==> src/rtl/execute_alu_arbiter.sv <==
// execute_alu_arbiter: two-requester valid/ready arbiter sharing one operand-2 mux + ALU, result held in a single-entry output register (define ALU_ARB_FIXED_PRIO_EN for fixed priority to requester 0)
module execute_alu_arbiter #(
  parameter int WIDTH = 8
) (
  input  logic               clk,
  input  logic               reset,
  input  logic [1:0]         req_valid,
  output logic [1:0]         req_ready,
  input  logic [2*WIDTH-1:0] req_data1,
  input  logic [2*WIDTH-1:0] req_data2,
  input  logic [2*WIDTH-1:0] req_data3,
  input  logic [7:0]         req_alu_control,
  input  logic [1:0]         req_data2_selector,
  output logic               rsp_valid,
  input  logic               rsp_ready,
  output logic               rsp_id,
  output logic [WIDTH-1:0]   rsp_result,
  output logic [3:0]         rsp_flags
);
  localparam int SW = $clog2(WIDTH);
  localparam logic [3:0] OP_AND = 4'h0;
  localparam logic [3:0] OP_OR  = 4'h1;
  localparam logic [3:0] OP_ADD = 4'h2;
  localparam logic [3:0] OP_XOR = 4'h3;
  localparam logic [3:0] OP_SLL = 4'h4;
  localparam logic [3:0] OP_SRL = 4'h5;
  localparam logic [3:0] OP_SUB = 4'h6;
  localparam logic [3:0] OP_SLT = 4'h7;
  localparam logic [3:0] OP_SRA = 4'h8;
  logic             r_rsp_valid;
  logic             r_rsp_id;
  logic [WIDTH-1:0] r_rsp_result;
  logic [3:0]       r_rsp_flags;
  logic             w_can_accept;
  logic [1:0]       w_grant;
  logic             w_sel;
  logic [WIDTH-1:0] w_a;
  logic [WIDTH-1:0] w_b;
  logic [3:0]       w_op;
  logic [WIDTH:0]   w_sum;
  logic [WIDTH-1:0] w_res;
  logic             w_v;
  logic             w_c;
  logic [3:0]       w_flags;
  assign w_can_accept = !r_rsp_valid || rsp_ready;
`ifdef ALU_ARB_FIXED_PRIO_EN
  assign w_grant = {req_valid[1] && !req_valid[0], req_valid[0]};
`else
  logic r_prio;
  assign w_grant = {req_valid[1] && (!req_valid[0] || r_prio),
                    req_valid[0] && (!req_valid[1] || !r_prio)};
`endif
  assign req_ready = (w_can_accept && !reset) ? w_grant : 2'b00;
  assign w_sel = w_grant[1];
  assign w_a  = w_sel ? req_data1[2*WIDTH-1:WIDTH] : req_data1[WIDTH-1:0];
  assign w_op = w_sel ? req_alu_control[7:4] : req_alu_control[3:0];
  assign w_b  = req_data2_selector[w_sel]
              ? (w_sel ? req_data3[2*WIDTH-1:WIDTH] : req_data3[WIDTH-1:0])
              : (w_sel ? req_data2[2*WIDTH-1:WIDTH] : req_data2[WIDTH-1:0]);
  // Execute stage: combinational ALU on the granted requester's operands; C is carry-out (no-borrow on SUB)
  always_comb begin
    w_sum = '0;
    w_res = '0;
    w_v   = 1'b0;
    w_c   = 1'b0;
    case (w_op)
      OP_AND: w_res = w_a & w_b;
      OP_OR:  w_res = w_a | w_b;
      OP_XOR: w_res = w_a ^ w_b;
      OP_SLL: w_res = w_a << w_b[SW-1:0];
      OP_SRL: w_res = w_a >> w_b[SW-1:0];
      OP_SRA: w_res = $signed(w_a) >>> w_b[SW-1:0];
      OP_SLT: w_res = {{(WIDTH-1){1'b0}}, $signed(w_a) < $signed(w_b)};
      OP_ADD: begin
        w_sum = {1'b0, w_a} + {1'b0, w_b};
        w_res = w_sum[WIDTH-1:0];
        w_c   = w_sum[WIDTH];
        w_v   = (w_a[WIDTH-1] == w_b[WIDTH-1]) && (w_res[WIDTH-1] != w_a[WIDTH-1]);
      end
      OP_SUB: begin
        w_sum = {1'b0, w_a} + {1'b0, ~w_b} + {{WIDTH{1'b0}}, 1'b1};
        w_res = w_sum[WIDTH-1:0];
        w_c   = w_sum[WIDTH];
        w_v   = (w_a[WIDTH-1] != w_b[WIDTH-1]) && (w_res[WIDTH-1] != w_a[WIDTH-1]);
      end
      default: w_res = '0;
    endcase
    w_flags = {w_res[WIDTH-1], w_res == '0, w_v, w_c};
  end
  // Output register: load on handshake, drain when consumed, hold under backpressure
  always_ff @(posedge clk) begin
    if (reset) begin
      r_rsp_valid  <= 1'b0;
      r_rsp_id     <= 1'b0;
      r_rsp_result <= '0;
      r_rsp_flags  <= '0;
`ifndef ALU_ARB_FIXED_PRIO_EN
      r_prio       <= 1'b0;
`endif
    end else if (|req_ready) begin
      r_rsp_valid  <= 1'b1;
      r_rsp_id     <= w_sel;
      r_rsp_result <= w_res;
      r_rsp_flags  <= w_flags;
`ifndef ALU_ARB_FIXED_PRIO_EN
      r_prio       <= ~w_sel;
`endif
    end else if (rsp_ready) begin
      r_rsp_valid  <= 1'b0;
    end
  end
  assign rsp_valid  = r_rsp_valid;
  assign rsp_id     = r_rsp_id;
  assign rsp_result = r_rsp_result;
  assign rsp_flags  = r_rsp_flags;
endmodule

==> config.mk <==
export PLATFORM = sky130hd
export DESIGN_NAME = execute_alu_arbiter
export DESIGN_NICKNAME = d
export VERILOG_FILES = /design/src/rtl/execute_alu_arbiter.sv
export SDC_FILE = /design/constraint.sdc
export NUM_CORES = 1
export LEC_CHECK = 0
export CAP_MARGIN = 20
export CORE_MARGIN = 4
export CORE_UTILIZATION = 56
export DETAILED_ROUTE_END_ITERATION = 8
export GPL_ROUTABILITY_DRIVEN = 1
export HOLD_SLACK_MARGIN = 0.02
export PLACE_DENSITY = 0.93
export SETUP_SLACK_MARGIN = 0.15
export SYNTH_ARGS = -nofsm -noshare
export SYNTH_HDL_FRONTEND = slang
export SYNTH_SLANG_ARGS = --single-unit
export TNS_END_PERCENT = 50
==> constraint.sdc <==
create_clock -name clk -period 6.6 [get_ports clk]
set_input_delay 1.32 -clock clk [delete_from_list [all_inputs] [get_ports clk]]
set_output_delay 1.32 -clock clk [all_outputs]
set_load 0.1 [all_outputs]
* Yosys cells after proc, flatten, opt, wreduce, memory -nomap -nowiden *
Index checks and enable logic that the tools add are counted.

operators by class
  shift operators = 3
  mux-type cells = 13
  $add $sub $neg = 3
  equality and inequality tests = 12
  magnitude comparators = 2
  bitwise gates (word level) = 5
  reductions and logical operators = 17

operators by type and width
  operator                                                                number
  8-bit case mux with 9 select lines                                      1
  8-bit two-way mux                                                       4
  8-bit by 8-bit adder with 9-bit output                                  2
  4-bit by 3-bit equality test with 1-bit output (second input constant)  4
  9-bit by 1-bit adder with 9-bit output (second input constant)          1
  8-bit bitwise AND                                                       1
  4-bit by 2-bit equality test with 1-bit output (second input constant)  2
  8-bit zero test                                                         1
  8-bit less-than comparator                                              1
  8-bit NOT                                                               1
  8-bit bitwise OR                                                        1
  8-bit by 3-bit << shifter with 8-bit output                             1
  8-bit by 3-bit right shift with 8-bit output                            1
  8-bit by 3-bit >>> shifter with 8-bit output                            1
  8-bit XOR                                                               1
  1-bit logical AND                                                       5
  1-bit zero test                                                         5
  4-bit by 1-bit equality test with 1-bit output (second input constant)  1
  4-bit equality test (second input constant)                             1
  4-bit zero test                                                         1
  1-bit two-way mux                                                       4
  4-bit two-way mux                                                       1
  1-bit case mux with 2 select lines                                      2
  1-bit logical OR                                                        3
  7 further kinds                                                         9

storage, ports and cells
  output and inout port bits = 16
  bits in registers = 15
  input port bits = 63
  logic and storage cells = 60

* Longest topological paths before layout *
Gate-level depths: netlist of the first run.

  word-level depth = 12
  mapped depth = 17
  depth with buffers taken out = 14

* Worst setup path after synthesis of the first run *
Ideal clock, no wire load.

  kind = input -> register
  start = in req_data2_selector[0]
  end = reg r_rsp_flags[2], in the netlist rsp_flags[2]
  data required time = 6512 ps
  setup time = 88 ps
  data arrival time = 4791 ps
  stages on the path = 16
  setup slack = 1721 ps
  buffers on the path = 4
  path through = buf_6 -> mux2i_1 -> a21boi_0 -> or2_0 -> clkbuf_1 -> clkbuf_1 -> ha_1 -> clkbuf_1 -> nor3b_1 -> nand3_1 -> o211ai_1 -> mux2_2 -> a221o_1 -> nor4_2 -> nand4_1 -> o32ai_2

on the way
  longest elaborated chain between the ends = 8
  elaborated cells between the ends (all ways) = 16
  those cells by class = 3 x add/sub; 1 x order compare; 3 x shift; 4 x mux; 4 x bitwise; 1 x reduce/logical

RTL lines
  what                                                      line  text
  start: declaration                                        13    input logic [1:0] req_data2_selector,
  1-bit two-way mux (implied by the code) (*) (2 in a row)  57    assign w_b = req_data2_selector[w_sel]
  8-bit two-way mux (*)                                     58    ? (w_sel ? req_data3[2*WIDTH-1:WIDTH] : req_data3[WIDTH-1:0])
  8-bit NOT                                                 81    w_sum = {1'b0, w_a} + {1'b0, ~w_b} + {{WIDTH{1'b0}}, 1'b1};
  8-bit by 8-bit adder with 9-bit output                    81
  9-bit by 1-bit adder with 9-bit output                    81
  8-bit case mux with 9 select lines (*)                    66    case (w_op)
  8-bit zero test (*)                                       88    w_flags = {w_res[WIDTH-1], w_res == '0, w_v, w_c};
  end signal: assignment                                    104   r_rsp_flags <= w_flags;
  end: declaration                                          33    logic [3:0] r_rsp_flags;

Mark *: on every way between the ends. The rest lies on a longest branch, timed or not. The select of a mux whose other input is x is not followed.
A chain may end at the register's enable or synchronous reset.

* Worst setup path in the final report of the first run *
  start = in req_data2_selector[1]
  end = reg r_rsp_flags[2], in the netlist rsp_flags[2]

The elaborated chain is that of the path after synthesis.

==> results of run 1 <==
==> worst max path at each step <==
stage | end
finish | rsp_flags[2]$_SDFFE_PP0P_
global route | rsp_flags[2]$_SDFFE_PP0P_
CTS | rsp_flags[2]$_SDFFE_PP0P_
detailed placement | rsp_flags[2]$_SDFFE_PP0P_
global placement | rsp_flags[2]$_SDFFE_PP0P_
floorplan | rsp_flags[2]$_SDFFE_PP0P_
==> power breakdown <==
group          internal (mW)  switching [mW]  total (mW)
Sequential            0.0926         0.00478      0.0974
Clock                 0.0530          0.0346      0.0876
Combinational          0.170           0.289       0.459
==> kinds of logic after synthesis <==
family	after synthesis	share of synthesized area, %
AND/OR/NAND/NOR	142	23.38
multiplexers	42	14.71
adder cells (fa/ha/maj)	26	10.30
buffers and inverters	64	9.330
AO/OA/AOI/OAI	139	32.25
flip-flops	14	8.672
XOR/XNOR	5	1.355
==> critical path: stages <==
cell             delay, ns
clkdlybuf4s50_1       0.83
mux2i_1               0.49
nand3_1               0.16
nand2_1               0.15
inv_1                 0.24
ha_1                  0.45
inv_1                 0.06
ha_1                  0.18
a2111oi_0             0.54
o41ai_1               0.13
buf_4                 0.17
mux2_2                0.26
nor4_1                0.36
nand4_1               0.17
o32ai_2               0.21
==> stage by stage <==
| stage | cell area (um2) | hold WS, ns | setup WS [ns] |
|---|---|---|---|
| floorplan | 3232 | 0.5580 | 1.721 |
| global placement | 3975 | 0.4445 | 1.017 |
| detailed placement | 3975 | 0.4619 | 0.9508 |
| CTS | 4030 | 0.4709 | 1.188 |
| global route | 4030 | 0.5068 | 0.7881 |
| finish | 4030 | 0.4631 | 1.043 |
==> sequential cells by signal, indices dropped and copies added, names as in the netlist <==
register / count
r_prio: 1
rsp_flags: 3
rsp_id: 1
rsp_result: 8
rsp_valid: 1
==> area by class of cell <==
cell class	count	area (um2)	share of cell area (%)
timing repair buffer	84	823.3	20.43
clock buffer	4	55.05	1.366
sequential	14	280.3	6.954
multi-input combinational	354	2650	65.76
tap	72	90.09	2.235
inverter	35	131.4	3.260
==> layer usage <==
metal / share of wire, % / global-route usage, % / vias up
li1: - / - / 1777
met1: 41 / 45.50 / 1774
met2: 44 / 51.05 / 291
met3: 11 / 6.811 / 50
met4: 3.8 / 11.11 / 0
met5: 0 / 0 / -
==> cell usage in the layout (no fill, tap or decap), types with 4 or more instances in the layout <==
cell type,Yosys,layout
a21o_1,7,7
clkbuf_8,0,4
a21boi_0,5,5
nor4b_1,4,4
clkdlybuf4s50_1,0,77
nor2_1,30,30
o21ai_1,7,7
nand3_1,17,17
mux2i_1,31,31
nand4_1,11,11
o21ai_0,13,13
inv_1,34,34
a211oi_1,12,12
nor2b_1,5,5
and3_1,8,8
nor4_1,6,6
o211ai_1,11,11
buf_4,4,7
and2_1,5,5
mux2_2,6,6
dfxtp_1,14,14
nand2_1,33,33
a311oi_1,4,4
nor3_1,4,4
o2111ai_1,11,11
o221ai_1,6,6
xnor2_1,4,4
a21oi_1,18,18
ha_1,25,25
==> flow_metrics.py, run 1 <==
metrics = {
    "place": {
        "hpwl_mm": 9.606,
        "gp_congestion": 1.073,
        "dp_cells": 559,
        "portBuffers": 78,
    },
    "logic_synthesis": {
        "synth.area.top_cells": "ha_1 (9.7%), mux2i_1 (9.6%), dfxtp_1 (8.7%), inv_1 (3.9%), nand2_1 (3.8%)",
        "synth_common_cells": "inv_1 (34), nand2_1 (33), mux2i_1 (31), nor2_1 (30), ha_1 (25)",
        "yosysWarnings": 0,
        "synth_top_area_cell": "ha_1",
        "async_flop_share_pct": 0,
        "synth_edf_count": 0,
        "synth_most_common_cell": "inv_1",
        "yosysSeqAreaShare_pct": 8.672,
        "ys_types": 73,
        "netlist.area_leader.share_pct": 9.679,
        "synth_area_um2": 3232,
        "synthesis.nets": 521,
        "ys_seq_elements": 14,
        "ys_dominant_reg_cell": "dfxtp_1",
        "syn_inst": 432,
        "synth_area_per_cell_um2": 7.481,
    },
    "final_layout": {
        "drive_above_1_share_pct": 7.739,
        "final_util_pct": 72.74,
        "antennaDiodeCount": 0,
        "layout.cells.non_filler": 563,
        "num-fill-cells": 457,
        "syn_to_final_growth_pct": 24.70,
        "final_nets": 581,
    },
    "floorplanning": {
        "num_rows": 27,
        "die_w_um": 83.97,
        "pin_count": 79,
        "dieArea_um2": 7051,
        "start_util_pct": 58.33,
        "core_um2": 5540,
        "chipHeight_um": 83.97,
    },
    "pwr": {
        "leakagePower_nw": 1.665,
        "p_per_area_nw_per_um2": 159.7,
        "ir_drop_uv": 137.2,
        "p_total_mw": 0.6436,
    },
    "critical_path": {
        "rr_worst_depth": 12,
        "r2r_start": "r_prio$_SDFFE_PP0P_",
        "worstSetupStartpointType": "input port",
        "reg2reg_to": "rsp_flags[2]$_SDFFE_PP0P_",
        "cp-end-kind": "flip-flop",
        "worstPathRequired_ns": 6.77,
        "critPathMaxFanout": 14,
        "crit_path_start": "req_data2_selector[1]",
        "r2r_setup_slack_ns": 2.19,
        "arrival_ns": 5.73,
        "critPathKind": "input port to flip-flop",
    },
    "timing": {
        "rsz0062_at_grt": "false",
        "final.setup.tns_ns": 0,
        "skew_ns": 0.006416,
        "setup_viol": 0,
        "period_share_pct": 84.20,
        "slew_violations": 0,
        "fmax_mhz": 180.0,
        "slew_headroom_pct": 33.93,
        "max_slew.worst_pin.slew_ns": 0.9783,
        "period_minus_slack_ns": 5.557,
        "finalHoldViolations": 0,
    },
    "hold_path": {
        "hold_path_class": "flip-flop to flip-flop",
        "min-delay-start": "rsp_id$_SDFFE_PP0P_",
        "hold_depth": 2,
        "min_to": "rsp_id$_SDFFE_PP0P_",
    },
    "grt": {
        "grt_pass1_wl_mm": 18.98,
        "grt_max_degree": 25,
        "grt_overflow": 0,
        "grtUsageTotal_pct": 33.05,
        "antenna_found_initial": 0,
        "grt_pass1_vias": 3602,
    },
    "clock_tree": {
        "clock_path_buffers": 2,
        "postCtsSetupBuffers": 0,
        "htreeDepth": 1,
        "ctsResizeCount": 0,
        "clock_latency_ns": 0.25,
        "cts_tree": "built",
        "clock-sinks": 14,
        "cts-root-buf": "clkbuf_8",
        "cts_made_buffers": 3,
        "clkTransAtPathRegs_ns": 0.07,
        "ctsHoldBuffers": 0,
    },
    "drt": {
        "drt_iter0_markers": 540,
        "avgRoutedWirePerCell_um": 21.36,
        "vias": 3892,
        "drc": 0,
        "first_pass_iters": 6,
        "vias_per_cell": 6.913,
        "final_antenna_net_count": 0,
        "drt_wl_total_mm": 12.03,
    },
    "outcome": {
        "status": "finished, final reports clean",
    },
    "job": {
        "drv_cap": 0,
    },
}
(Power assumes the default switching activity.)
==> run 2: changes to the inputs <==
CORE_UTILIZATION = 47   (was 56)
PLACE_DENSITY = 0.84   (was 0.93)
clock period = 5 ns   (was 6.6 ns; I/O delays follow)
==> run 2 against run 1 <==
- global-route usage decreased by 4.3 points
- via count grew 3.6%
- clock power rose by 31%
- design area increased by 7.1%
- sequential power rose by 33%
- sequential share of layout area fell by 0.46 points
- power up 40%
- first-iteration DRC count fell by 5.6%
- critical path depth up 2
- highest routed layer unchanged
==> flow_metrics.py, run 2 (same netlist as run 1, synthesis figures left out) <==
metrics = {
    "place": {
        "gp_congestion": 1.029,
        "portBuffers": 78,
        "hpwl_mm": 10.37,
    },
    "critical_path": {
        "crit_path_start": "req_valid[0]",
        "worstSetupStartpointType": "input port",
        "critPathSlowestCell": "clkdlybuf4s50_1",
        "cp_top_family": "buffers and inverters",
        "worstPathRequired_ns": 5.17,
        "reg2reg_to": "rsp_flags[2]$_SDFFE_PP0P_",
        "critPathKind": "input port to flip-flop",
        "arrival_ns": 4.87,
        "r2r_setup_slack_ns": 1.30,
        "critPathMaxFanout": 8,
        "rr_worst_depth": 16,
        "critical_path.max_stage_delay_ns": 0.61,
        "cp_num_buf_inv": 6,
        "r2r_start": "r_prio$_SDFFE_PP0P_",
        "path_cells": "clkdlybuf4s50_1, nor2b_4, nor2_4, a21boi_0, buf_4, inv_1, ha_1, inv_1, ha_1, a2111oi_0, buf_4, o41ai_1, buf_4, mux2_2, nor4_4, nand4_1, o32ai_2",
        "cp-end-kind": "flip-flop",
        "crit_top_cell": "buf_4",
    },
    "clock_tree": {
        "ctsHoldBuffers": 0,
        "clock_latency_ns": 0.25,
        "htreeDepth": 1,
        "clock_path_buffers": 2,
        "cts_made_buffers": 3,
        "cts-root-buf": "clkbuf_8",
        "clkTransAtPathRegs_ns": 0.06,
        "ctsResizeCount": 0,
        "postCtsSetupBuffers": 0,
        "cts_tree": "built",
        "clock-sinks": 14,
    },
    "drt": {
        "drc": 0,
        "drt_iter0_markers": 510,
        "drt_wl_total_mm": 12.66,
        "avgRoutedWirePerCell_um": 21.14,
        "vias_per_cell": 6.730,
        "first_pass_iters": 5,
        "final_antenna_net_count": 0,
        "vias": 4031,
    },
    "floorplanning": {
        "die_w_um": 90.93,
        "chipHeight_um": 90.93,
        "core_um2": 6495,
        "start_util_pct": 49.76,
        "dieArea_um2": 8267,
        "pin_count": 79,
        "num_rows": 29,
    },
    "grt": {
        "antenna_found_initial": 0,
        "grtUsageTotal_pct": 28.71,
        "grt_max_degree": 25,
        "grt_pass1_wl_mm": 19.27,
        "grt_overflow": 0,
        "grt_pass1_vias": 3752,
    },
    "hold_path": {
        "min_to": "rsp_valid$_SDFFE_PP0P_",
        "min-delay-start": "rsp_valid$_SDFFE_PP0P_",
        "hold_depth": 2,
        "hold_path_class": "flip-flop to flip-flop",
    },
    "final_layout": {
        "antennaDiodeCount": 0,
        "final_nets": 612,
        "final_util_pct": 66.46,
        "layout_common_cells": "clkdlybuf4s50_1 (76), buf_4 (38), inv_1 (34), nand2_1 (33), mux2i_1 (31)",
        "num-fill-cells": 574,
        "drive_above_1_share_pct": 14.18,
        "syn_to_final_growth_pct": 33.57,
        "largest_reg_flops": 8,
        "layout_commonest_cell": "clkdlybuf4s50_1",
    },
    "timing": {
        "rsz0062_at_grt": "false",
        "slew_headroom_pct": 33.62,
        "setup_viol": 0,
        "max_slew.worst_pin.slew_ns": 0.9926,
        "slew_violations": 0,
        "finalHoldViolations": 0,
        "period_minus_slack_ns": 4.706,
        "final.setup.tns_ns": 0,
        "fmax_mhz": 212.5,
        "period_share_pct": 94.12,
        "skew_ns": 0.003454,
    },
    "pwr": {
        "sequentialPowerShare_pct": 14.4,
        "p_total_mw": 0.9021,
        "p_per_area_nw_per_um2": 209.0,
        "ir_drop_uv": 144.9,
        "swShare_pct": 49.65,
        "leakagePower_nw": 1.831,
        "p_switching_mw": 0.4479,
        "combPwrFrac_pct": 72.9,
        "pwr-share-clk_pct": 12.7,
        "intPower_mw": 0.4542,
    },
    "outcome": {
        "status": "finished, final reports clean",
    },
    "job": {
        "drv_cap": 0,
    },
}
run 2: changes by cell type in the layout (fill, tap and decap cells not counted), sizes merged:
| cell | delta |
|---|---|
| clkdlybuf4s50 | -1 |
| buf | +32 |
run 2: area by class of cell:
| cell class | instances | area [um2] | share of cell area, % |
|---|---|---|---|
| Multi-Input combinational cell | 354 | 2688 | 62.26 |
| Timing Repair Buffer | 115 | 1066 | 24.70 |
| Sequential cell | 14 | 280.3 | 6.493 |
| Inverter | 35 | 131.4 | 3.043 |
| Tap cell | 77 | 96.34 | 2.232 |
| Clock buffer | 4 | 55.05 | 1.275 |
run 2: worst max path at each step:
| stage | to | slack [ns] | depth (start not counted) |
|---|---|---|---|
| after CTS | rsp_flags[2]$_SDFFE_PP0P_ | 0.16 | 18 |
| after global placement | rsp_flags[2]$_SDFFE_PP0P_ | 0.04 | 16 |
| final | rsp_flags[2]$_SDFFE_PP0P_ | 0.29 | 17 |
| after global routing | rsp_flags[2]$_SDFFE_PP0P_ | 0.13 | 18 |
| after detailed placement | rsp_flags[2]$_SDFFE_PP0P_ | 0.03 | 17 |
| after floorplan | rsp_flags[2]$_SDFFE_PP0P_ | 0.44 | 16 |
run 2: routing by layer:
metal	vias to the layer above	part of all wire [%]	wire length, um	global-route usage (%)
li1	1834	-	-	-
met1	1886	40	5026	36.35
met2	269	46	5837	48.87
met3	42	11	1357	6.417
met4	0	3.5	442	7.915
met5	-	0	0	0
run 2: power by group through the flow:
stage | Combinational [mW] | Sequential [mW] | Clock (mW)
after floorplan | 0.349 | 0.200 | 0
after global placement | 0.622 | 0.131 | 0
after detailed placement | 0.630 | 0.132 | 0
after CTS | 0.635 | 0.129 | 0.116
after global routing | 0.695 | 0.131 | 0.118
final | 0.657 | 0.130 | 0.115
run 2: tightest hold or removal path: stages, from the launching register on:
cell	delay, ns
dfxtp_1	0.31
nand2b_1	0.08
a21oi_1	0.06
run 2: through the flow:
step / setup WS (ns) / hold slack, ns / area, um2 / cells
after global routing: 0.1318 / 0.5180 / 4317 / 599
after CTS: 0.1611 / 0.4995 / 4279 / 599
after floorplan: 0.4413 / 0.5580 / 3232 / 432
after global placement: 0.04264 / 0.4498 / 4224 / 595
after detailed placement: 0.03013 / 0.4883 / 4224 / 595
final: 0.2938 / 0.4919 / 4317 / 599
==> run 3: changes to the inputs <==
CORE_MARGIN = default   (was 4)
CORE_UTILIZATION = 52   (was 47)
PLACE_DENSITY = 0.87   (was 0.84)
clock period = 4.5 ns   (was 5 ns; I/O delays follow)
==> run 3 against run 2 <==
- design area grew 7.2%
- register-to-register slack lost 0.30 ns
- non-clock buffer count grew 31
- count of clock-buffer cells in the layout is the same
- worst hold slack lost 0.0098 ns
- clock power grew 9%
- power grew 19%
- utilization grew 11 points
- via count grew 5.0%
- global-route usage grew 12 points
- combinational power grew 23%
- critical endpoint unchanged
- largest cell class unchanged
- highest routed layer unchanged
==> flow_metrics.py, run 3 (same netlist as run 1, synthesis figures left out) <==
metrics = {
    "timing": {
        "rsz0062_at_grt": "false",
        "final.setup.tns_ns": 0,
        "slew_violations": 0,
        "fmax_mhz": 233.8,
        "slew_headroom_pct": 33.79,
        "period_minus_slack_ns": 4.277,
        "finalHoldViolations": 0,
        "period_share_pct": 95.06,
        "skew_ns": 0.004315,
        "setup_ws_ns": 0.2225,
        "max_slew.worst_pin.slew_ns": 0.9900,
        "setup_viol": 0,
    },
    "final_layout": {
        "num-fill-cells": 454,
        "layout_commonest_cell": "clkdlybuf4s50_1",
        "largest_reg_flops": 8,
        "final_util_pct": 77.67,
        "layout_common_cells": "clkdlybuf4s50_1 (74), buf_4 (67), inv_1 (34), nand2_1 (33), nor2_1 (30)",
        "drive_above_1_share_pct": 21.16,
        "postLayoutCellArea_um2": 4626,
        "layout.cells.non_filler": 628,
        "regArea_um2": 280.3,
        "multi_input_area_um2": 2758,
        "final_nets": 643,
        "syn_to_final_growth_pct": 43.13,
        "antennaDiodeCount": 0,
    },
    "pwr": {
        "leakagePower_nw": 1.997,
        "ir_drop_uv": 315.6,
        "p_per_area_nw_per_um2": 232.6,
    },
    "critical_path": {
        "crit_top_cell": "buf_4",
        "path_cells": "clkdlybuf4s50_1, buf_6, mux2i_2, nand3_1, nand2_1, inv_1, ha_4, inv_1, ha_1, a221oi_1, buf_4, o41ai_2, buf_4, buf_4, xnor2_1, nor2_1, nor4_2, nand4_1, o32ai_2",
        "critPathSlowestCell": "clkdlybuf4s50_1",
        "reg2reg_to": "rsp_flags[2]$_SDFFE_PP0P_",
        "cp-end-kind": "flip-flop",
        "critical_path.max_stage_delay_ns": 0.49,
        "rr_worst_depth": 18,
        "r2r_setup_slack_ns": 1.00,
        "crit_path_start": "req_data2_selector[1]",
        "arrival_ns": 4.44,
        "worstPathRequired_ns": 4.66,
        "path_depth": 19,
        "critPathMaxFanout": 4,
        "critPathKind": "input port to flip-flop",
        "cp_top_family": "buffers and inverters",
        "r2r_start": "r_prio$_SDFFE_PP0P_",
        "cp-endpoint": "rsp_flags[2]$_SDFFE_PP0P_",
        "cp_num_buf_inv": 7,
        "worstSetupStartpointType": "input port",
    },
    "job": {
        "drv_cap": 0,
    },
    "outcome": {
        "status": "finished, final reports clean",
    },
    "floorplanning": {
        "num_rows": 28,
        "pin_count": 79,
        "chipHeight_um": 80.84,
        "dieArea_um2": 6534,
        "core_um2": 5956,
        "die_w_um": 80.84,
        "start_util_pct": 54.26,
    },
    "place": {
        "dp_cells": 621,
        "portBuffers": 78,
        "placed_area_um2": 4432,
        "hpwl_mm": 10.52,
        "gp_congestion": 1.051,
        "place_ws_ns": -0.2487,
    },
    "hold_path": {
        "hold_path_class": "flip-flop to flip-flop",
    },
    "drt": {
        "avgRoutedWirePerCell_um": 21.24,
        "drc": 0,
        "final_antenna_net_count": 0,
        "drt_iter0_markers": 662,
        "vias_per_cell": 6.742,
        "vias": 4234,
        "drt_wl_total_mm": 13.34,
        "first_pass_iters": 8,
    },
    "clock_tree": {
        "htreeDepth": 1,
        "cts_made_buffers": 3,
        "ctsHoldBuffers": 0,
        "clock_path_buffers": 2,
        "clock_latency_ns": 0.25,
        "clkTransAtPathRegs_ns": 0.06,
        "cts_tree": "built",
        "clock-sinks": 14,
        "cts-root-buf": "clkbuf_8",
    },
    "grt": {
        "antenna_found_initial": 0,
        "grtUsageTotal_pct": 40.52,
        "grt_overflow": 0,
        "grt_max_degree": 20,
        "grt_pass1_wl_mm": 20.11,
        "grt_pass1_vias": 3892,
    },
}
run 3: per-layer routing:
metal  vias to the layer above  GRT usage [%]  routed length, um
li1                       1899              -                  -
met1                      1965          52.21               5286
met2                       314          65.88               6067
met3                        56          8.315               1473
met4                         0          15.36                514
met5                         -              0                  0
run 3: repair_timing:
item | CTS | global route
resized for setup | 8 | 16
buffers inserted | 3 | 0
endpoints found under the setup margin | 3 | 7
endpoints found under the hold margin | 0 | 0
pin swaps | 0 | 6
run 3: worst min path at each step:
stage | to | slack [ns] | cells past startpoint | start
2_1_floorplan | r_prio$_SDFFE_PP0P_ | 0.56 | 1 | r_prio$_SDFFE_PP0P_
3_3_place_gp | rsp_id$_SDFFE_PP0P_ | 0.44 | 2 | rsp_id$_SDFFE_PP0P_
3_5_place_dp | rsp_id$_SDFFE_PP0P_ | 0.48 | 2 | rsp_id$_SDFFE_PP0P_
4_1_cts | rsp_id$_SDFFE_PP0P_ | 0.49 | 2 | rsp_id$_SDFFE_PP0P_
5_1_grt | rsp_valid$_SDFFE_PP0P_ | 0.51 | 2 | rsp_valid$_SDFFE_PP0P_
6_report | rsp_id$_SDFFE_PP0P_ | 0.48 | 2 | rsp_id$_SDFFE_PP0P_
run 3: report_power, final:
group	internal [mW]	switching (mW)
registers	0.136	0.00780
logic	0.342	0.466
clock network	0.0776	0.0474
run 3: per-stage QoR:
step                power, mW  hold slack (ns)
global route            1.131           0.5107
finish                  1.076           0.4821
detailed placement     0.8942           0.4810
floorplan              0.6109           0.5580
CTS                     1.032           0.4895
global placement       0.8859           0.4448
run 3: tightest hold or removal path, delay by kind of cell (launching register included):
family / cells / cell delay, ns
flip-flops: 1 / 0.31
AND/OR/NAND/NOR: 1 / 0.05
AO/OA/AOI/OAI: 1 / 0.07
run 3: final cells by class:
type,count,share of cell area (%)
well taps,75,2.029
repair buffers,146,28.27
multi-input cells,354,59.62
flip-flops and latches,14,6.059
inverters,35,2.840
clock buffers,4,1.190
